<file path="src/rtl/multicycle_control.sv">
`default_nettype none
// ============================================================================
// Module   : multicycle_control
// Purpose  : Multi-cycle control unit for the 9-bit processor. It steps each
//            instruction through fetch/decode/exec/mem/wb with handshakes.
// Revision : 1.0  initial multi-cycle release
// ============================================================================
module multicycle_control #(
    parameter int                  MCODEBITS   = 9,
    parameter int                  OPWIDTH     = 3,
    parameter int                  MEM_TIMEOUT = 8,
    parameter logic [OPWIDTH-1:0]  ADDR_ALUOP  = 3'b000,
    parameter logic [OPWIDTH-1:0]  CMP_ALUOP   = 3'b110,
    parameter int                  CNTW        = 16
) (
    input  logic                 Clk,
    input  logic                 Reset,
    input  logic                 start,
    input  logic [MCODEBITS-1:0] instr,
    input  logic                 instr_valid,
    output logic                 instr_ready,
    input  logic                 mem_ready,
    input  logic                 branch_taken,
    output logic                 RegDst,
    output logic                 Branch,
    output logic                 MemtoReg,
    output logic                 MemWrite,
    output logic                 MemRead,
    output logic                 ALUSrc,
    output logic                 RegWrite,
    output logic                 PCWrite,
    output logic [OPWIDTH-1:0]   ALUOp,
    output logic                 Done,
    output logic                 Error,
    output logic [2:0]           state_o,
    output logic [CNTW-1:0]      retired
);

    localparam int                c_waitw     = (MEM_TIMEOUT > 1) ? $clog2(MEM_TIMEOUT) : 1;
    localparam logic [c_waitw-1:0] c_wait_last = c_waitw'(MEM_TIMEOUT - 1);

    typedef enum logic [2:0] {
        S_IDLE   = 3'd0,
        S_FETCH  = 3'd1,
        S_DECODE = 3'd2,
        S_EXEC   = 3'd3,
        S_MEM    = 3'd4,
        S_WB     = 3'd5,
        S_HALT   = 3'd6
    } state_t;

    state_t               r_state;
    logic [2:0]           r_op;
    logic [1:0]           r_sub;
    logic [c_waitw-1:0]   r_wait;
    logic [CNTW-1:0]      r_retired;
    logic                 r_done;
    logic                 r_error;

    logic                 w_is_load;
    logic                 w_is_store;
    logic                 w_is_branch;
    logic [OPWIDTH-1:0]   w_exec_aluop;
    logic                 w_exec_alusrc;

    // Only opcode and subfunction steer control; the operand field is the datapath's.
    generate
        if (MCODEBITS > 5) begin : g_unused_bits
            logic w_unused_operand;
            assign w_unused_operand = ^instr[MCODEBITS-6:0];
        end
    endgenerate

    assign w_is_load   = (r_op == 3'b000) && (r_sub == 2'b10);
    assign w_is_store  = (r_op == 3'b000) && (r_sub == 2'b11);
    assign w_is_branch = (r_op == 3'b010);

    always_comb begin
        w_exec_aluop  = OPWIDTH'(r_op);
        w_exec_alusrc = 1'b0;
        case (r_op)
            3'b000: begin
                if (r_sub[1]) begin
                    w_exec_aluop  = ADDR_ALUOP;
                    w_exec_alusrc = 1'b1;
                end else begin
                    w_exec_aluop  = OPWIDTH'(r_sub[0]);
                end
            end
            3'b001: begin
                w_exec_aluop  = OPWIDTH'(r_sub);
                w_exec_alusrc = 1'b1;
            end
            3'b010:  w_exec_aluop = CMP_ALUOP;
            default: w_exec_aluop = OPWIDTH'(r_op);
        endcase
    end

    always_comb begin
        instr_ready = 1'b0;
        RegDst      = 1'b0;
        Branch      = 1'b0;
        MemtoReg    = 1'b0;
        MemWrite    = 1'b0;
        MemRead     = 1'b0;
        ALUSrc      = 1'b0;
        RegWrite    = 1'b0;
        PCWrite     = 1'b0;
        ALUOp       = '1;
        case (r_state)
            S_FETCH: instr_ready = 1'b1;
            S_EXEC: begin
                ALUOp  = w_exec_aluop;
                ALUSrc = w_exec_alusrc;
                if (w_is_branch) begin
                    Branch  = branch_taken;
                    PCWrite = 1'b1;
                end
            end
            S_MEM: begin
                ALUOp    = w_exec_aluop;
                ALUSrc   = w_exec_alusrc;
                MemRead  = w_is_load;
                MemWrite = w_is_store;
                PCWrite  = w_is_store && mem_ready;
            end
            S_WB: begin
                RegWrite = 1'b1;
                MemtoReg = w_is_load;
                PCWrite  = 1'b1;
            end
            default: ;
        endcase
    end

    always_ff @(posedge Clk or posedge Reset) begin
        if (Reset) begin
            r_state   <= S_IDLE;
            r_op      <= '0;
            r_sub     <= '0;
            r_wait    <= '0;
            r_retired <= '0;
            r_done    <= 1'b0;
            r_error   <= 1'b0;
        end else begin
            case (r_state)
                S_IDLE: begin
                    if (start) r_state <= S_FETCH;
                end
                S_FETCH: begin
                    if (instr_valid) begin
                        r_op    <= instr[MCODEBITS-1 -: 3];
                        r_sub   <= instr[MCODEBITS-4 -: 2];
                        r_state <= S_DECODE;
                    end
                end
                S_DECODE: begin
                    if (r_op == 3'b111) begin
                        r_done  <= 1'b1;
                        r_state <= S_HALT;
                    end else begin
                        r_state <= S_EXEC;
                    end
                end
                S_EXEC: begin
                    if (w_is_load || w_is_store) r_state <= S_MEM;
                    else if (w_is_branch)        r_state <= S_FETCH;
                    else                         r_state <= S_WB;
                end
                S_MEM: begin
                    // A completion on the last allowed cycle beats the timeout.
                    if (mem_ready) begin
                        r_wait  <= '0;
                        r_state <= w_is_store ? S_FETCH : S_WB;
                    end else if (r_wait == c_wait_last) begin
                        r_wait  <= '0;
                        r_error <= 1'b1;
                        r_done  <= 1'b1;
                        r_state <= S_HALT;
                    end else begin
                        r_wait  <= r_wait + c_waitw'(1);
                    end
                end
                S_WB:    r_state <= S_FETCH;
                S_HALT:  r_state <= S_HALT;
                default: r_state <= S_IDLE;
            endcase
            if (PCWrite) r_retired <= r_retired + CNTW'(1);
        end
    end

    assign Done    = r_done;
    assign Error   = r_error;
    assign state_o = r_state;
    assign retired = r_retired;

endmodule
`default_nettype wire

</file>
<file path="config.mk">
export PLATFORM = sky130hd
export DESIGN_NAME = multicycle_control
export DESIGN_NICKNAME = d
export VERILOG_FILES = /design/src/rtl/multicycle_control.sv
export SDC_FILE = /design/constraint.sdc
export NUM_CORES = 1
export LEC_CHECK = 0
export BUFFER_PORTS_ARGS = -buffer_cell sky130_fd_sc_hd__buf_2
export CORE_UTILIZATION = 54
export DETAILED_ROUTE_END_ITERATION = 12
export PLACE_DENSITY = 0.84
export SYNTH_ARGS = -nofsm -noshare
export SYNTH_HDL_FRONTEND = slang
export SYNTH_SLANG_ARGS = --single-unit
</file>
<file path="constraint.sdc">
create_clock -name Clk -period 2.7 [get_ports Clk]
set_input_delay 0.405 -clock Clk [delete_from_list [all_inputs] [get_ports Clk]]
set_output_delay 0.405 -clock Clk [all_outputs]
set_load 0.01 [all_outputs]
</file>
==> metrics.md <==
| Metric | Value |
|---|---|
| Worst path cell trace | `nor2b_1 > nand3_1 > o21a_1 > clkinv_1 > buf_2` |
| Largest net degree at the start of global routing | `18` |
| Biggest area consumer among synthesized cells | `dfrtp_1` |
| Crit path DAT | `1.95 ns` |
| # IOs | `48` |
| Initial DRC Count | `23` |
| Critical-path top delay cell | `dfrtp_1` |
| Cts hold-fix bufs | `0` |
| Tot GR Track Use | `23.4%` |
| WL per Instance | `14.7 um` |
| Clock Skew | `0.00681 ns` |
| Via Count | `1331` |
| Diode count | `0` |
| Placed Cells | `222` |
| Seq cells post-synth | `29` |
| Top-count cell post-synth | `dfrtp_1` |
| Reg-to-Reg Start | `r_op[1]` |
| Mapped Cells | `153` |
| Register area share after synthesis | `47.1%` |
| Crit path from | `state_o[2]` |
| Routability cong. | `0.897` |
| Drc violations | `0` |
| Post-layout instance area | `1820 um^2` |
| Mapped Area | `1540 um^2` |
| Top cells by count, synth | `dfrtp_1 (29), nand2_1 (15), nor3_1 (9)` |
| CTS Buffer Depth | `2` |
| Port Buffers | `42` |
| Dominant cells by area after synthesis | `dfrtp_1 (47%), xnor2_1 (4.5%), nand2_1 (3.7%)` |
| Setup tns final | `0 ns` |
| CTS clk-pin slew, worst paths | `0.09 ns` |
| Max-cap violations | `0` |
| Combinational fraction of design power | `39.1%` |
| Top cell type's share of synthesized area | `47.1%` |
| Fmax achieved | `425 MHz` |
| FF-to-FF End | `retired[8]` |
| Worst skew pair latency | `0.31 ns` |
| CP Capture Type | `primary output` |
| Final hold vios | `0` |
| CTS sink count | `29` |
| Die Ht | `55.4 um` |
| Headroom to the max-slew limit | `57.0%` |
| Proportion of layout cells with a drive suffix above 1 | `31.3%` |
| FF-to-FF path depth | `5` |
| Final worst path period need | `2.35 ns` |
| Leak | `0.818 nW` |
| Critical path type | `register to primary output` |
| Mapped Nets | `171` |
| Vias per std cell | `5.81` |
| Final slew viol count | `0` |
| Fill cell count | `224` |
| Post_cts resized | `0` |
| CP endpoint | `PCWrite` |
| CP Max Fanout | `12` |
| CTS Buf Count | `5` |
| Number of global-route vias before repair | `1302` |
| Sequential power share | `45.4%` |
| Run status | `completed` |
| Ys async rst share | `100%` |
| Net Switching | `0.705 mW` |
| Initial core utilization | `56.3%` |
| Post-synth top flop | `dfrtp_1` |
| Ys Warns | `0` |
| Post-synth EDFFs | `0` |
| Area grow syn2layout | `18.2%` |
| Peak supply drop | `754 uV` |
| Overall Power | `1.70 mW` |
| DRT Pass-1 Iters | `6` |
| Post-DP HPWL | `2.50 mm` |
| Worst-Margin Slew | `0.644 ns` |
| Die footprint | `3070 um^2` |
| Worst path required time | `2.30 ns` |
| Post-Place Cell Area | `1770 um^2` |
| Grt ovf | `0` |
| Final #Nets | `216` |
| Syn avg cell area | `10.1 um^2` |
| Final std cells w/o fill | `229` |
| Switching Share | `41.6%` |
| Pwr Density | `931 nW/um^2` |
| Finish-stage setup viols | `0` |
| Synth cell types | `42` |
| CTS root buffer | `clkbuf_4` |
| Initial antenna violation count | `0` |
| Core Footprint | `2730 um^2` |
| Die W | `55.4 um` |
| Clock power share | `15.5%` |
| Setup slack, reg-to-reg | `0.66 ns` |
| HP Class | `input port to asynchronous set/reset pin` |
| TritonCTS clock tree | `done` |
| DRT Wirelength | `3.36 mm` |
| Unrepaired setup endpoints after global routing | `false` |
| Crit path largest cell delay | `0.58 ns` |
| Period utilization | `87.1%` |
| CP Launch Type | `register` |
| Row count | `19` |
| H-tree levels | `2` |
| Internal power | `0.991 mW` |
| ANT nets after route | `0` |
| First-pass GRT wire length | `5.68 mm` |
| Post-CTS Setup Bufs | `0` |
## layout make-up
type	count	area [um^2]	area share, %
multi-input cells	111	746	41.0
flip-flops and latches	29	726	39.9
repair buffers	45	233	12.8
clock buffers	7	55.1	3.02
well taps	31	38.8	2.13
inverters	6	22.5	1.24
## routing by layer
| metal | wire length (um) | vias to the layer above | track usage, % |
|---|---|---|---|
| met5 | 0 | - | 0 |
| met4 | 31 | 0 | 8.21 |
| met3 | 205 | 4 | 5.62 |
| met2 | 1730 | 51 | 40.6 |
| met1 | 1390 | 647 | 28.5 |
| li1 | - | 629 | - |
## worst min path at each step
stage / startpoint / to / slack, ns / depth (start not counted)
2_1_floorplan: r_wait[1] / r_wait[1] / 0.45 / 2
3_3_place_gp: Done / Done / 0.44 / 1
3_5_place_dp: Done / Done / 0.44 / 1
4_1_cts: Reset / r_wait[0] / 0.19 / 2
5_1_grt: Reset / r_wait[1] / 0.21 / 2
6_report: Reset / retired[8] / 0.16 / 2
## logic make-up after synthesis
logic type	synth area share [%]
AND/OR/NAND/NOR	23.9
XOR/XNOR	9.02
buffers and inverters	4.47
adder cells (fa/ha/maj)	2.44
other	0.243
multiplexers	3.57
flip-flops	47.1
AO/OA/AOI/OAI	9.26
## layout by cell type (no fill, tap or decap), types with 2 or more instances in the layout
master / count
a22oi_1: 3
dfrtp_1: 29
nor2_1: 8
inv_1: 5
buf_2: 42
xor2_1: 6
o21ai_0: 4
nand2_1: 15
nor2b_1: 2
nand4_1: 7
a21o_1: 3
a31oi_1: 3
nor3_1: 9
and2_1: 2
ha_1: 3
nand2b_1: 4
nor4_1: 3
nand3_1: 8
xnor2_1: 8
mux2_2: 4
clkbuf_4: 5
a21oi_1: 2
buf_4: 3
## power groups by stage
| stage | combinational, mW | clock (mW) | sequential [mW] |
|---|---|---|---|
| after floorplan | 0.511 | 0 | 0.716 |
| after global placement | 0.629 | 0 | 0.754 |
| after detailed placement | 0.662 | 0 | 0.775 |
| after CTS | 0.667 | 0.267 | 0.766 |
| after global routing | 0.740 | 0.285 | 0.791 |
| final | 0.663 | 0.263 | 0.770 |
## metrics by stage
| step | setup WS [ns] | hold slack (ns) | util, % |
|---|---|---|---|
| 6_report | 0.347 | 0.163 | 66.6 |
| 5_1_grt | 0.217 | 0.210 | 66.6 |
| 3_5_place_dp | 0.696 | 0.439 | 64.6 |
| 2_1_floorplan | 0.775 | 0.454 | - |
| 3_3_place_gp | 0.747 | 0.438 | 64.6 |
| 4_1_cts | 0.359 | 0.188 | 66.6 |
## flip-flops by register name, summed over array words and instances, names as in the netlist
name,cells
Done,1
Error,1
state_o,3
r_op,3
r_sub,2
retired,16
r_wait,3
## critical path, delay by kind of cell (launching register included)
kind / cells / cell delay, ns
DFF: 1 / 0.58
AOI/OAI and AO/OA: 1 / 0.41
buffers and inverters: 2 / 0.33
and+or+nand+nor: 2 / 0.33
Power figures use the tool's default switching activity.
